<file path="config.mk">
export PLATFORM = sky130hd
export DESIGN_NAME = alu_cmd_sequencer_flat
export DESIGN_NICKNAME = d
export VERILOG_FILES = /design/src/rtl/alu_pkg.sv /design/src/rtl/alu_cmd_sequencer_if.sv /design/src/rtl/alu_sticky_flags.sv /design/src/rtl/alu_cmd_sequencer.sv /design/src/flat_wrapper.sv
export SDC_FILE = /design/constraint.sdc
export NUM_CORES = 1
export LEC_CHECK = 0
export ABC_CLOCK_PERIOD_IN_PS = 2000
export CAP_MARGIN = 25
export CELL_PAD_IN_SITES_DETAIL_PLACEMENT = 1
export CELL_PAD_IN_SITES_GLOBAL_PLACEMENT = 1
export CORE_ASPECT_RATIO = 0.6
export CORE_MARGIN = 3
export CORE_UTILIZATION = 35
export CTS_CLUSTER_DIAMETER = 120
export DETAILED_ROUTE_END_ITERATION = 10
export GPL_TIMING_DRIVEN = 0
export HOLD_SLACK_MARGIN = 0.02
export PLACE_DENSITY_LB_ADDON = 0.1
export SETUP_SLACK_MARGIN = 0.2
export SLEW_MARGIN = 20
export SYNTH_ARGS = -nofsm -noshare
export SYNTH_HDL_FRONTEND = slang
export SYNTH_SLANG_ARGS = --single-unit
</file>
<file path="constraint.sdc">
create_clock -name clk -period 2 [get_ports clk]
set_input_delay 0.3 -clock clk [delete_from_list [all_inputs] [get_ports clk]]
set_output_delay 0.3 -clock clk [all_outputs]
set_load 0.1 [all_outputs]
</file>
<file path="src/rtl/alu_pkg.sv">
// Shared definitions for the ALU command sequencer: opcodes, FSM states and
// the bit layout of the response flag vector.
package alu_pkg;

    localparam int DATA_W = 32;
    localparam int OP_W   = 5;

    localparam logic [OP_W-1:0] OP_ADD  = 5'd0;
    localparam logic [OP_W-1:0] OP_SUB  = 5'd1;
    localparam logic [OP_W-1:0] OP_AND  = 5'd2;
    localparam logic [OP_W-1:0] OP_OR   = 5'd3;
    localparam logic [OP_W-1:0] OP_XOR  = 5'd4;
    localparam logic [OP_W-1:0] OP_NOR  = 5'd5;
    localparam logic [OP_W-1:0] OP_SLL  = 5'd6;
    localparam logic [OP_W-1:0] OP_SRL  = 5'd7;
    localparam logic [OP_W-1:0] OP_SRA  = 5'd8;
    localparam logic [OP_W-1:0] OP_SLT  = 5'd9;
    localparam logic [OP_W-1:0] OP_SLTU = 5'd10;
    localparam logic [OP_W-1:0] OP_EQ   = 5'd11;
    localparam logic [OP_W-1:0] OP_NEQ  = 5'd12;
    localparam logic [OP_W-1:0] OP_GT   = 5'd13;
    localparam logic [OP_W-1:0] OP_LT   = 5'd14;
    localparam logic [OP_W-1:0] OP_PASS = 5'd15;

    // Bit positions inside rsp_flags = {overflow, carry, negative, zero}
    localparam int FLAG_ZERO  = 0;
    localparam int FLAG_NEG   = 1;
    localparam int FLAG_CARRY = 2;
    localparam int FLAG_OVF   = 3;

    typedef enum logic [1:0] {
        IDLE = 2'd0,
        EXEC = 2'd1,
        RESP = 2'd2
    } state_e;

    function automatic logic is_legal_opcode(input logic [OP_W-1:0] op);
        return (op[OP_W-1] == 1'b0);
    endfunction

endpackage

</file>
<file path="src/rtl/alu_cmd_sequencer_if.sv">
// Command stream, ALU operand/result bus and response stream of the sequencer.
// "slave" is the sequencer's view; "master" is the surrounding system's view.
interface alu_cmd_sequencer_if;
    import alu_pkg::*;

    logic              cmd_valid;
    logic              cmd_ready;
    logic [OP_W-1:0]   cmd_opcode;
    logic [DATA_W-1:0] cmd_a;
    logic [DATA_W-1:0] cmd_b;
    logic              cmd_chain;

    logic [DATA_W-1:0] alu_a;
    logic [DATA_W-1:0] alu_b;
    logic [OP_W-1:0]   alu_opcode;
    logic [DATA_W-1:0] alu_result;
    logic              alu_zero;
    logic              alu_negative;
    logic              alu_carry_out;
    logic              alu_overflow;

    logic              rsp_valid;
    logic              rsp_ready;
    logic [DATA_W-1:0] rsp_result;
    logic [3:0]        rsp_flags;
    logic              rsp_illegal;

    modport slave (
        input  cmd_valid, cmd_opcode, cmd_a, cmd_b, cmd_chain,
        output cmd_ready,
        output alu_a, alu_b, alu_opcode,
        input  alu_result, alu_zero, alu_negative, alu_carry_out, alu_overflow,
        output rsp_valid, rsp_result, rsp_flags, rsp_illegal,
        input  rsp_ready
    );

    modport master (
        output cmd_valid, cmd_opcode, cmd_a, cmd_b, cmd_chain,
        input  cmd_ready,
        input  alu_a, alu_b, alu_opcode,
        output alu_result, alu_zero, alu_negative, alu_carry_out, alu_overflow,
        input  rsp_valid, rsp_result, rsp_flags, rsp_illegal,
        output rsp_ready
    );

endinterface

</file>
<file path="src/rtl/alu_sticky_flags.sv">
// Sticky status bits: each one sets on its pulse and holds until cleared;
// a set in the same cycle as a clear wins.
module alu_sticky_flags #(
    parameter int N = 2
) (
    input  logic         clk,
    input  logic         rst_n,
    input  logic [N-1:0] set,
    input  logic         clr,
    output logic [N-1:0] sticky
);

    genvar gi;
    generate
        for (gi = 0; gi < N; gi++) begin : g_bit
            logic sticky_reg;

            always_ff @(posedge clk or negedge rst_n) begin
                if (!rst_n) begin
                    sticky_reg <= 1'b0;
                end else if (set[gi]) begin
                    sticky_reg <= 1'b1;
                end else if (clr) begin
                    sticky_reg <= 1'b0;
                end
            end

            assign sticky[gi] = sticky_reg;
        end
    endgenerate

endmodule

</file>
<file path="src/rtl/alu_cmd_sequencer.sv">
// Registers commands onto an external combinational ALU, captures its result
// and flags, and returns them on a valid/ready response stream.
module alu_cmd_sequencer
    import alu_pkg::*;
(
    input  logic                clk,
    input  logic                rst_n,
    alu_cmd_sequencer_if.slave  bus,
    input  logic                clr_sticky,
    output logic                sticky_carry,
    output logic                sticky_overflow,
    output logic [15:0]         op_count
);

    state_e            state_reg;
    logic [DATA_W-1:0] alu_a_reg;
    logic [DATA_W-1:0] alu_b_reg;
    logic [OP_W-1:0]   alu_opcode_reg;
    logic              illegal_reg;
    logic [DATA_W-1:0] rsp_result_reg;
    logic [3:0]        rsp_flags_reg;
    logic              rsp_illegal_reg;
    logic [DATA_W-1:0] last_result_reg;
    logic [15:0]       op_count_reg;

    logic              accept;
    logic              rsp_fire;
    logic              cmd_legal;
    logic [DATA_W-1:0] chain_src;
    logic [3:0]        alu_flags;
    logic [1:0]        sticky_set;
    logic [1:0]        sticky_q;

    assign bus.cmd_ready = (state_reg == IDLE) || ((state_reg == RESP) && bus.rsp_ready);
    assign bus.rsp_valid = (state_reg == RESP);
    assign accept        = bus.cmd_valid && bus.cmd_ready;
    assign rsp_fire      = bus.rsp_valid && bus.rsp_ready;
    assign cmd_legal     = is_legal_opcode(bus.cmd_opcode);

    // A chained command accepted during the handshake must see the result
    // being handed off, which last_result only picks up at this same edge.
    assign chain_src = (rsp_fire && !rsp_illegal_reg) ? rsp_result_reg : last_result_reg;

    always_comb begin
        alu_flags             = 4'b0000;
        alu_flags[FLAG_ZERO]  = bus.alu_zero;
        alu_flags[FLAG_NEG]   = bus.alu_negative;
        alu_flags[FLAG_CARRY] = bus.alu_carry_out;
        alu_flags[FLAG_OVF]   = bus.alu_overflow;
    end

    always_ff @(posedge clk or negedge rst_n) begin
        if (!rst_n) begin
            state_reg       <= IDLE;
            alu_a_reg       <= '0;
            alu_b_reg       <= '0;
            alu_opcode_reg  <= '0;
            illegal_reg     <= 1'b0;
            rsp_result_reg  <= '0;
            rsp_flags_reg   <= '0;
            rsp_illegal_reg <= 1'b0;
            last_result_reg <= '0;
            op_count_reg    <= '0;
        end else begin
            if (accept) begin
                illegal_reg <= !cmd_legal;
                if (cmd_legal) begin
                    alu_opcode_reg <= bus.cmd_opcode;
                    alu_a_reg      <= bus.cmd_chain ? chain_src : bus.cmd_a;
                    alu_b_reg      <= bus.cmd_b;
                end else begin
                    alu_opcode_reg <= OP_PASS;
                    alu_a_reg      <= '0;
                    alu_b_reg      <= '0;
                end
            end

            if (rsp_fire) begin
                op_count_reg <= op_count_reg + 16'd1;
                if (!rsp_illegal_reg) begin
                    last_result_reg <= rsp_result_reg;
                end
            end

            case (state_reg)
                IDLE: begin
                    if (accept) begin
                        state_reg <= EXEC;
                    end
                end
                EXEC: begin
                    rsp_result_reg  <= illegal_reg ? '0 : bus.alu_result;
                    rsp_flags_reg   <= illegal_reg ? 4'b0000 : alu_flags;
                    rsp_illegal_reg <= illegal_reg;
                    state_reg       <= RESP;
                end
                RESP: begin
                    if (rsp_fire) begin
                        state_reg <= accept ? EXEC : IDLE;
                    end
                end
                default: state_reg <= IDLE;
            endcase
        end
    end

    assign sticky_set[0] = rsp_fire && rsp_flags_reg[FLAG_CARRY];
    assign sticky_set[1] = rsp_fire && rsp_flags_reg[FLAG_OVF];

    alu_sticky_flags #(.N(2)) u_sticky (
        .clk    (clk),
        .rst_n  (rst_n),
        .set    (sticky_set),
        .clr    (clr_sticky),
        .sticky (sticky_q)
    );

    assign sticky_carry    = sticky_q[0];
    assign sticky_overflow = sticky_q[1];

    assign bus.alu_a       = alu_a_reg;
    assign bus.alu_b       = alu_b_reg;
    assign bus.alu_opcode  = alu_opcode_reg;
    assign bus.rsp_result  = rsp_result_reg;
    assign bus.rsp_flags   = rsp_flags_reg;
    assign bus.rsp_illegal = rsp_illegal_reg;
    assign op_count        = op_count_reg;

endmodule

</file>
<file path="src/flat_wrapper.sv">
// flat-port wrapper written by rule: the top's interface ports become plain ports
module alu_cmd_sequencer_flat import alu_pkg::*;
  (clk, rst_n, clr_sticky, sticky_carry, sticky_overflow, op_count, bus_cmd_valid, bus_cmd_opcode, bus_cmd_a, bus_cmd_b, bus_cmd_chain, bus_cmd_ready, bus_alu_a, bus_alu_b, bus_alu_opcode, bus_alu_result, bus_alu_zero, bus_alu_negative, bus_alu_carry_out, bus_alu_overflow, bus_rsp_valid, bus_rsp_result, bus_rsp_flags, bus_rsp_illegal, bus_rsp_ready);
  alu_cmd_sequencer_if bus_i ();
  input  logic clk;
  input  logic rst_n;
  input  logic clr_sticky;
  output logic sticky_carry;
  output logic sticky_overflow;
  output logic [15:0] op_count;
  input wire logic [$bits(bus_i.cmd_valid)-1:0] bus_cmd_valid;
  input wire logic [$bits(bus_i.cmd_opcode)-1:0] bus_cmd_opcode;
  input wire logic [$bits(bus_i.cmd_a)-1:0] bus_cmd_a;
  input wire logic [$bits(bus_i.cmd_b)-1:0] bus_cmd_b;
  input wire logic [$bits(bus_i.cmd_chain)-1:0] bus_cmd_chain;
  output wire logic [$bits(bus_i.cmd_ready)-1:0] bus_cmd_ready;
  output wire logic [$bits(bus_i.alu_a)-1:0] bus_alu_a;
  output wire logic [$bits(bus_i.alu_b)-1:0] bus_alu_b;
  output wire logic [$bits(bus_i.alu_opcode)-1:0] bus_alu_opcode;
  input wire logic [$bits(bus_i.alu_result)-1:0] bus_alu_result;
  input wire logic [$bits(bus_i.alu_zero)-1:0] bus_alu_zero;
  input wire logic [$bits(bus_i.alu_negative)-1:0] bus_alu_negative;
  input wire logic [$bits(bus_i.alu_carry_out)-1:0] bus_alu_carry_out;
  input wire logic [$bits(bus_i.alu_overflow)-1:0] bus_alu_overflow;
  output wire logic [$bits(bus_i.rsp_valid)-1:0] bus_rsp_valid;
  output wire logic [$bits(bus_i.rsp_result)-1:0] bus_rsp_result;
  output wire logic [$bits(bus_i.rsp_flags)-1:0] bus_rsp_flags;
  output wire logic [$bits(bus_i.rsp_illegal)-1:0] bus_rsp_illegal;
  input wire logic [$bits(bus_i.rsp_ready)-1:0] bus_rsp_ready;
  assign bus_i.cmd_valid = bus_cmd_valid;
  assign bus_i.cmd_opcode = bus_cmd_opcode;
  assign bus_i.cmd_a = bus_cmd_a;
  assign bus_i.cmd_b = bus_cmd_b;
  assign bus_i.cmd_chain = bus_cmd_chain;
  assign bus_cmd_ready = bus_i.cmd_ready;
  assign bus_alu_a = bus_i.alu_a;
  assign bus_alu_b = bus_i.alu_b;
  assign bus_alu_opcode = bus_i.alu_opcode;
  assign bus_i.alu_result = bus_alu_result;
  assign bus_i.alu_zero = bus_alu_zero;
  assign bus_i.alu_negative = bus_alu_negative;
  assign bus_i.alu_carry_out = bus_alu_carry_out;
  assign bus_i.alu_overflow = bus_alu_overflow;
  assign bus_rsp_valid = bus_i.rsp_valid;
  assign bus_rsp_result = bus_i.rsp_result;
  assign bus_rsp_flags = bus_i.rsp_flags;
  assign bus_rsp_illegal = bus_i.rsp_illegal;
  assign bus_i.rsp_ready = bus_rsp_ready;
  alu_cmd_sequencer u_core (.clk(clk), .rst_n(rst_n), .bus(bus_i), .clr_sticky(clr_sticky), .sticky_carry(sticky_carry), .sticky_overflow(sticky_overflow), .op_count(op_count));
endmodule
</file>
==> After elaboration in Yosys (flattened, before gate mapping) <==
Index checks and enable logic that the tools add are counted.
{ "totals": {"reg_bits": 159, "in_bits": 111, "out_inout_bits": 126, "elab_cells": 44} }
{ "op_classes": {"add_sub_neg": 1, "eq_ne": 4, "n_mux": 14, "bitwise_logic": 1, "reduce_logical": 12} }
{ "ops": {"columns": ["op", "count"], "rows": [
  ["two-way mux 32 bit", 5],
  ["adder 16 x 1 -> 16 bit (second input constant)", 1],
  ["two-way mux 4 bit", 2],
  ["case mux 2 bit (3 select lines)", 1],
  ["logical AND 1 bit", 5],
  ["two-way mux 1 bit", 4],
  ["two-way mux 2 bit", 2],
  ["inequality test 2 x 1 -> 1 bit (second input constant)", 2],
  ["AND reduction 2 bit", 2],
  ["nonzero test 2 bit", 2],
  ["equality test 2 x 1 -> 1 bit (second input constant)", 1],
  ["equality test 2 bit (second input constant)", 1],
  ["zero test 2 bit", 1],
  ["zero test 1 bit", 1],
  ["logical OR 1 bit", 1],
  ["NOT 1 bit", 1]
]} }

==> Logic depth before layout (Yosys ltp) <==
Gate-level depths: netlist of the first run.
{ "logic_depth": {"depth_word": 7, "ltp_mapped": 7, "ltp_nobuf": 5} }

==> Modules after synthesis <==
A second synthesis of the first run with hierarchy kept.
{ "unflattened": {"hier_cells": 639, "hier_area_um2": 7210.7} }
{ "by_module_without_submodules": {"columns": ["module", "n_inst", "cells_per_inst", "area_per_inst_um2", "seq_area_each_um2"], "rows": [
  ["alu_cmd_sequencer", 1, 632, 7126.8, 3903.7],
  ["alu_sticky_flags", 1, 7, 83.8, 50.0]
]} }

==> Worst setup path before layout of the first run <==
Ideal clock, no wire load.
{ "synth_timing": {"path_kind": "reg-to-output", "startpoint": "reg u_core.state_reg[0]", "endpoint": "out bus_cmd_ready", "arrival_ns": 1.890, "required_ns": 1.700, "slack_ns": -0.190, "stages_incl_launch_ff": 2, "n_path_buf": 0, "cell_sequence": "dfrtp_1 -> a21oi_1"} }
{ "synth_between": {"elab_chain_len": 3, "word_cells_on_any_way": 4, "classes_between": "eq/ne (1); reduce/logical (3)"} }
{ "synth_lines": {"columns": ["element", "line_no", "text"], "rows": [
  ["from (decl)", "alu_cmd_sequencer.sv:15", "state_e state_reg;"],
  ["from (signal assigned)", "alu_cmd_sequencer.sv:99", "state_reg <= accept ? EXEC : IDLE;"],
  ["equality test 2 bit", "alu_cmd_sequencer.sv:34", "assign bus.cmd_ready = (state_reg == IDLE) || ((state_reg == RESP) && bus.rsp_ready);"],
  ["logical AND 1 bit", "alu_cmd_sequencer.sv:34", null],
  ["logical OR 1 bit *", "alu_cmd_sequencer.sv:34", null],
  ["to (decl)", "flat_wrapper.sv:16", "output wire logic [$bits(bus_i.cmd_ready)-1:0] bus_cmd_ready;"]
]} }
Every way passes the cells marked *; elsewhere a longest branch is shown, timed or not.

==> Final worst setup path of the first run <==
{ "layout_timing": {"startpoint": "reg u_core.rsp_illegal_reg (netlist: u_core.bus.rsp_illegal)", "endpoint": "reg u_core.alu_a_reg[19] (netlist: u_core.bus.alu_a[19])"} }
{ "layout_between": {"elab_chain_len": 5} }
{ "layout_lines": {"columns": ["element", "line_no", "text"], "rows": [
  ["from (decl)", "alu_cmd_sequencer.sv:22", "logic rsp_illegal_reg;"],
  ["from (signal assigned)", "alu_cmd_sequencer.sv:94", "rsp_illegal_reg <= illegal_reg;"],
  ["zero test 1 bit", "alu_cmd_sequencer.sv:42", "assign chain_src = (rsp_fire && !rsp_illegal_reg) ? rsp_result_reg : last_result_reg;"],
  ["logical AND 1 bit", "alu_cmd_sequencer.sv:42", null],
  ["two-way mux 32 bit", "alu_cmd_sequencer.sv:42", null],
  ["two-way mux 32 bit", "alu_cmd_sequencer.sv:69", "alu_a_reg <= bus.cmd_chain ? chain_src : bus.cmd_a;"],
  ["two-way mux 32 bit", "alu_cmd_sequencer.sv:67", "if (cmd_legal) begin"],
  ["to (signal assigned)", "alu_cmd_sequencer.sv:69", null],
  ["to (decl)", "alu_cmd_sequencer.sv:16", "logic [DATA_W-1:0] alu_a_reg;"]
]} }
No other way between the ends.
A chain may end at the register's enable or synchronous reset.

==> results of run 1 <==
-- cell usage in the layout (no fill, tap or decap), drive strengths merged, types with 3 or more instances in the layout --
cell type / n
buf: 26
clkbuf: 50
clkdlybuf4s15: 121
clkdlybuf4s50: 107
clkinv: 5
clkinvlp: 3
dfrtp: 158
inv: 11
mux2: 34
mux2i: 32
nand2: 150
nand2b: 36
nand3: 4
nand3b: 32
nand4: 4
nor2: 6
o21ai: 42
o31ai: 32
xnor2: 7
xor2: 8
-- through the flow --
stage / hold WS, ns / util (%) / worst slack [ns] / total power (W) / std cells
2_1_floorplan: 0.004409 / - / 0.09514 / 0.01111 / 609
3_3_place_gp: 0.4521 / 50.03 / -6.911 / 0.01333 / 1108
3_5_place_dp: 0.3066 / 50.20 / -0.5202 / 0.01350 / 1109
4_1_cts: 0.1351 / 54.44 / 0.03642 / 0.01654 / 1147
5_1_grt: 0.1474 / 54.79 / 0.04693 / 0.01719 / 1152
6_report: 0.1578 / 54.79 / 0.1432 / 0.01647 / 1152
-- per-layer routing --
metal | track usage, % | part of all wire (%) | vias up
met5 | 0 | 0.10 | -
met3 | 6.764 | 6.2 | 20
li1 | - | - | 2573
met4 | 5.195 | 1.1 | 4
met1 | 29.82 | 48 | 2758
met2 | 32.63 | 44 | 148
-- logic make-up after synthesis --
| family | Yosys count | share of synthesized area [%] |
|---|---|---|
| flops | 158 | 56.83 |
| fa+ha+maj | 1 | 0.1798 |
| other cells | 1 | 0.05391 |
| simple gates | 241 | 16.73 |
| compound gates | 77 | 7.086 |
| xor+xnor | 15 | 1.889 |
| buf+inv | 50 | 5.503 |
| mux | 66 | 11.73 |
-- final timing paths --
check,from,end,cells after the start
max,u_core.bus.rsp_illegal$_DFFE_PN0N_,u_core.bus.alu_a[19]$_DFFE_PN0P_,6
min,bus_cmd_opcode[4],u_core.bus.alu_a[30]$_DFFE_PN0P_,2
max reg2reg,u_core.bus.rsp_illegal$_DFFE_PN0N_,u_core.bus.alu_a[19]$_DFFE_PN0P_,6
min reg2reg,u_core.bus.alu_b[11]$_DFFE_PN0P_,u_core.bus.alu_b[11]$_DFFE_PN0P_,2
max in group asynchronous,rst_n,u_core.illegal_reg$_DFFE_PN0P_,3
min in group asynchronous,rst_n,u_core.bus.rsp_result[16]$_DFFE_PN0N_,2
-- critical path: cells and delay by family, from the launching register on --
| kind | cells | cell delay, ns |
|---|---|---|
| AO/OA/AOI/OAI | 1 | 0.09 |
| flip-flops | 1 | 0.49 |
| multiplexers | 2 | 0.49 |
| buffers and inverters | 2 | 0.35 |
| AND/OR/NAND/NOR | 1 | 0.29 |
-- final cells by class --
| type | count | area, um^2 |
|---|---|---|
| fillers | 2043 | 8713 |
| flip-flops and latches | 158 | 3970 |
| multi-input cells | 401 | 2669 |
| repair buffers | 245 | 2621 |
| clock buffers | 20 | 456.7 |
| plain buffers | 43 | 384.1 |
| well taps | 266 | 332.8 |
| clock inverters | 12 | 101.3 |
| inverters | 7 | 26.28 |
-- repair_timing --
item,4_1_cts,5_1_grt
pin swaps,1,3
hold buffers,1,0
setup buffers,4,5
gates resized for setup,390,28
setup endpoints to repair,190,102
gates cloned,1,0
endpoints found under the hold margin,75,0
-- where the power goes --
group / leakage (nW) / switching, W / internal [W]
sequential: 2.03 / 0.000641 / 0.00417
clock: 0.264 / 0.00142 / 0.00168
combinational: 2.47 / 0.00640 / 0.00216
==> impl_metrics.yaml, run 1 <==
die:
  die_area_um2: 21660
  chipHeight_um: 115.2
  initial_utilization_pct: 36.09
  fp.coreArea_um2: 19270
  row_count: 39
  dieWidth_um: 188.0
  ioPinCount: 237
layout:
  synthToLayoutAreaGrowth_pct: 51.82
  layout.nets: 985
  final_area_um2: 10560
  diodes: 0
  post_route_cells_drive_above_1_share_pct: 29.23
global_routing:
  grt_antenna_before_repair: 2
  globalRouteTotalUtil_pct: 21.35
  grt_pass1_vias: 6149
  globalRouteOverflowTotal: 0
  first_pass_grt_wire_length_um: 35470
  grt_start_max_net_pins: 84
outcome:
  outcome: "finished, final reports clean"
yosys:
  syn-instance-count: 609
  synth_top_cells_by_count: "dfrtp_1 (158), nand2_1 (150), o21ai_0 (42)"
  share_of_the_synthesized_area_in_the_top_cell_type_pct: 56.83
  yosysSeqAreaShare_pct: 56.83
  synth_area_per_cell_um2: 11.42
  yosys_warnings: 0
  top_area_cells_in_the_synthesized_netlist: "dfrtp_1 (57%), nand2_1 (8.1%), mux2_4 (6.5%)"
  synthArstFlopShare_pct: 100.0
  netlist_area_um2: 6957
  synth_edf_count: 0
  yosysMostFrequentCell: "dfrtp_1"
  ys_seq_elements: 158
  syn_nets: 721
  netlist.top_cell.by_area: "dfrtp_1"
  synthFlopType: "dfrtp_1"
  synthDistinctLibCells: 37
sta:
  timing_hold_violations_final: 0
  slew_headroom_pct: 56.98
  max_freq_ghz: 0.5386
  finalCriticalPeriod_ns: 1.857
  min_period_over_period_pct: 92.84
  final_max_slew_viol_count: 0
  clock_skew_ns: 0.01152
  rsz0062_at_grt: "yes"
  timing.final.setup_violations: 0
  setup_tns_ns: 0
  timing_worst_slew_pin_value_ns: 0.6432
cts:
  cts_tree: "yes"
  cts_root_buf: "clkbuf_16"
  cts_inserted_buffers: 17
  insertion_delay_ns: 0.43
  cts_max_level: 4
  clkSlewWorstSetupHoldPaths_ns: 0.07
  cts_sinks: 158
  clock_tree.buffer_depth: 2
placement:
  portBuffers: 233
  detailed_place_hpwl_um: 16630
  placer_congestion: 0.8292
  placed_area_um2: 9676
power:
  leakage_dissipation_nw: 4.763
  highest_ir_drop_seen_on_vdd_v: 0.0009991
  power_density_nw_per_um2: 1559
worst_setup_path:
  slowest_stage_cell_crit_path: "dfrtp_4"
  critPathArrivalTime_ns: 2.14
  critPathMaxFanout: 10
  critical_path.max_stage_delay_ns: 0.49
  worstPathRequired_ns: 2.29
  reg2reg_setup_slack_ns: 0.14
  critPathCaptureType: "register"
  ordered_list_of_cells_on_the_worst_path: "nor4bb_4 -> buf_6 -> buf_12 -> mux2_4 -> mux2i_2 -> o31ai_1"
  startpoint_type: "register"
  critical_path_class: "reg -> reg"
routing:
  aggregate_routed_wire_length_um: 22720
  detailedRoute.firstIterationViolations: 210
  drcViolationCount: 0
  routed-via-count: 5503
  drt_via_density: 4.777
  dr.pass1.iters: 4
  wl_per_cell_um: 19.73
  detail-route-antenna-nets: 0
hold_path:
  hold_path_class: "in -> reg"
flow_run:
  timing.max_cap.violations: 0
Power figures use the tool's default switching activity.
==> inputs of run 2 (changes only) <==
--- a/config.mk
+++ b/config.mk
@@ -6,7 +6,6 @@
 export NUM_CORES = 1
 export LEC_CHECK = 0
 export ABC_CLOCK_PERIOD_IN_PS = 2000
-export CAP_MARGIN = 25
 export CELL_PAD_IN_SITES_DETAIL_PLACEMENT = 1
 export CELL_PAD_IN_SITES_GLOBAL_PLACEMENT = 1
 export CORE_ASPECT_RATIO = 0.6
==> results of run 2 <==
Same layout as run 1: the final DEF is identical, and so are final timing and power.
==> inputs of run 3 (changes only) <==
--- a/config.mk
+++ b/config.mk
@@ -5,12 +5,12 @@
 export SDC_FILE = /design/constraint.sdc
 export NUM_CORES = 1
 export LEC_CHECK = 0
-export ABC_CLOCK_PERIOD_IN_PS = 2000
+export ABC_CLOCK_PERIOD_IN_PS = 2200
 export CELL_PAD_IN_SITES_DETAIL_PLACEMENT = 1
 export CELL_PAD_IN_SITES_GLOBAL_PLACEMENT = 1
 export CORE_ASPECT_RATIO = 0.6
 export CORE_MARGIN = 3
-export CORE_UTILIZATION = 35
+export CORE_UTILIZATION = 38
 export CTS_CLUSTER_DIAMETER = 120
 export DETAILED_ROUTE_END_ITERATION = 10
 export GPL_TIMING_DRIVEN = 0
==> constraint.sdc (replaced) <==
create_clock -name clk -period 2.2 [get_ports clk]
set_input_delay 0.33 -clock clk [delete_from_list [all_inputs] [get_ports clk]]
set_output_delay 0.33 -clock clk [all_outputs]
set_load 0.1 [all_outputs]
==> run 3 against run 2 <==
Against the previous run: global-route usage increased by 1.3 points; flip-flop and latch count unchanged; sequential share of layout area increased by 1.4 points; clock skew about the same; clock power about the same; setup slack improved by 0.087 ns; non-clock buffer count decreased by 9; largest cell class unchanged; power decreased by 9.1%; final cell count decreased by 3.6%; via count decreased by 0.18%; clock-buffer cell count unchanged.
==> impl_metrics.yaml, run 3 (synthesized netlist as in run 1, its figures left out) <==
routing:
  detail-route-antenna-nets: 0
  drcViolationCount: 0
  drt_via_density: 4.944
  aggregate_routed_wire_length_um: 22600
  routed-via-count: 5493
  detailedRoute.firstIterationViolations: 292
  wl_per_cell_um: 20.34
  dr.pass1.iters: 4
global_routing:
  grt_start_max_net_pins: 89
  grt_pass1_vias: 6235
  globalRouteOverflowTotal: 0
  first_pass_grt_wire_length_um: 35620
  globalRouteTotalUtil_pct: 22.69
  grt_antenna_before_repair: 0
worst_setup_path:
  startpoint_type: "register"
  slowest_stage_cell_crit_path: "dlygate4sd2_1"
  critPathArrivalTime_ns: 1.64
  crit_buf_inv: 1
  critPathMaxFanout: 2
  critical_path_class: "reg -> out"
  worstPathRequired_ns: 1.87
  critical_path.max_stage_delay_ns: 0.87
  ordered_list_of_cells_on_the_worst_path: "dlygate4sd2_1"
  critPathTopFamily: "buffers and inverters"
  critPathCaptureType: "output pin"
sta:
  timing_hold_violations_final: 0
  min_period_over_period_pct: 89.54
  max_freq_ghz: 0.5076
  timing.final.setup_violations: 0
  final_max_slew_viol_count: 0
  timing_worst_slew_pin_value_ns: 1.002
  rsz0062_at_grt: "no"
  setup_tns_ns: 0
  slew_headroom_pct: 33.49
  finalCriticalPeriod_ns: 1.970
  clock_skew_ns: 0.01195
power:
  leakage_dissipation_nw: 4.768
  p_sw_share_pct: 51.07
  cell_internal_pwr_w: 0.007322
  sum_of_internal_switching_and_leakage_power_w: 0.01497
  power_frac_clock_pct: 20.6
  highest_ir_drop_seen_on_vdd_v: 0.0007882
  power_density_nw_per_um2: 1475
  seq_power_share_pct: 29.1
  p_sw_w: 0.007643
  comb_power_share_pct: 50.3
layout:
  most-common-layout-cells: "dfrtp_1 (155), nand2_1 (150), clkdlybuf4s50_1 (107), clkdlybuf4s15_1 (47), o21ai_0 (42)"
  layout.cells.most_common: "dfrtp_1"
  layout.nets: 976
  synthToLayoutAreaGrowth_pct: 45.81
  diodes: 0
  num-fill-cells: 1861
  post_route_cells_drive_above_1_share_pct: 19.73
  fin_cells: 1111
cts:
  cts_sinks: 158
  cts_inserted_buffers: 17
  clkSlewWorstSetupHoldPaths_ns: 0.07
  clock_tree.buffer_depth: 2
  cts_tree: "yes"
  insertion_delay_ns: 0.42
  cts_max_level: 4
  cts_root_buf: "clkbuf_16"
die:
  row_count: 37
  die_area_um2: 20020
  fp.coreArea_um2: 17550
  dieWidth_um: 180.7
  ioPinCount: 237
  initial_utilization_pct: 39.65
  chipHeight_um: 110.8
placement:
  portBuffers: 233
  placer_congestion: 0.8322
  detailed_place_hpwl_um: 16740
  dp_cells: 1077
outcome:
  outcome: "finished, final reports clean"
hold_path:
  hold_path_class: "in -> reg"
flow_run:
  timing.max_cap.violations: 0
==> run 3: changes by cell type in the layout (fill, tap and decap cells not counted), moves of 3 or more <==
cell | before | now
clkdlybuf4s15_1 | 0 | 47
clkbuf_1 | 10 | 18
clkbuf_4 | 3 | 0
dfrtp_1 | 147 | 155
dfrtp_2 | 10 | 3
bufinv_16 | 0 | 3
mux2i_1 | 27 | 32
mux2i_2 | 4 | 0
buf_4 | 10 | 3
dlygate4sd2_1 | 0 | 8
clkdlybuf4s15_2 | 121 | 39
clkbuf_2 | 11 | 35
clkinv_4 | 5 | 1
==> run 3: power by group through the flow <==
stage / clock network (W) / logic (W) / registers, W
global route: 0.00326 / 0.00783 / 0.00447
CTS: 0.00313 / 0.00761 / 0.00435
global placement: 0 / 0.00773 / 0.00433
floorplan: 0 / 0.00154 / 0.00854
finish: 0.00308 / 0.00752 / 0.00436
detailed placement: 0 / 0.00787 / 0.00439
==> run 3: area by class of cell <==
class,instances,area (um^2),share of cell area [%]
flip-flops and latches,158,3958,39.02
well taps,234,292.8,2.886
repair buffers,236,2266,22.34
clock inverters,12,158.9,1.567
clock buffers,20,446.7,4.404
inverters,7,26.28,0.2590
plain buffers,43,362.8,3.577
multi-input cells,401,2633,25.95
==> run 3: worst paths after layout <==
kind	slack, ns	endpoint	from	depth (start not counted)
max	0.23	bus_alu_a[21]	u_core.bus.alu_a[21]$_DFFE_PN0P_	1
min	0.18	u_core.bus.alu_a[22]$_DFFE_PN0P_	bus_cmd_opcode[4]	2
max reg2reg	0.31	u_core.bus.alu_a[9]$_DFFE_PN0P_	u_core.state_reg[0]$_DFFE_PN0P_	6
min reg2reg	0.46	u_core.bus.alu_b[18]$_DFFE_PN0P_	u_core.bus.alu_b[18]$_DFFE_PN0P_	2
max in group asynchronous	0.86	u_core.state_reg[0]$_DFFE_PN0P_	rst_n	3
min in group asynchronous	0.45	u_core.bus.alu_b[5]$_DFFE_PN0P_	rst_n	2
==> run 3: layer usage <==
metal	global-route usage (%)	wire length, um
met3	6.230	1410
met5	0	0
met4	5.212	280
met2	37.03	10560
met1	30.30	10340
==> run 3: through the flow <==
stage | cell area (um^2) | setup slack (ns) | hold slack [ns] | utilization, %
6_report | 10140 | 0.2300 | 0.1821 | 57.81
3_5_place_dp | 9623 | -0.3712 | 0.3256 | 54.85
2_1_floorplan | 6965 | 0.2227 | 0.03441 | -
4_1_cts | 10230 | 0.2005 | 0.1640 | 58.30
5_1_grt | 10140 | 0.1995 | 0.1796 | 57.81
3_3_place_gp | 9590 | -6.122 | 0.4504 | 54.66
==> run 3: what timing repair did <==
| action | 4_1_cts | 5_1_grt |
|---|---|---|
| endpoints found under the setup margin | 125 | 107 |
| hold endpoints to repair | 70 | 0 |
| buffers inserted | 0 | 1 |
| hold buffers | 1 | 0 |
| gates resized for setup | 243 | 82 |
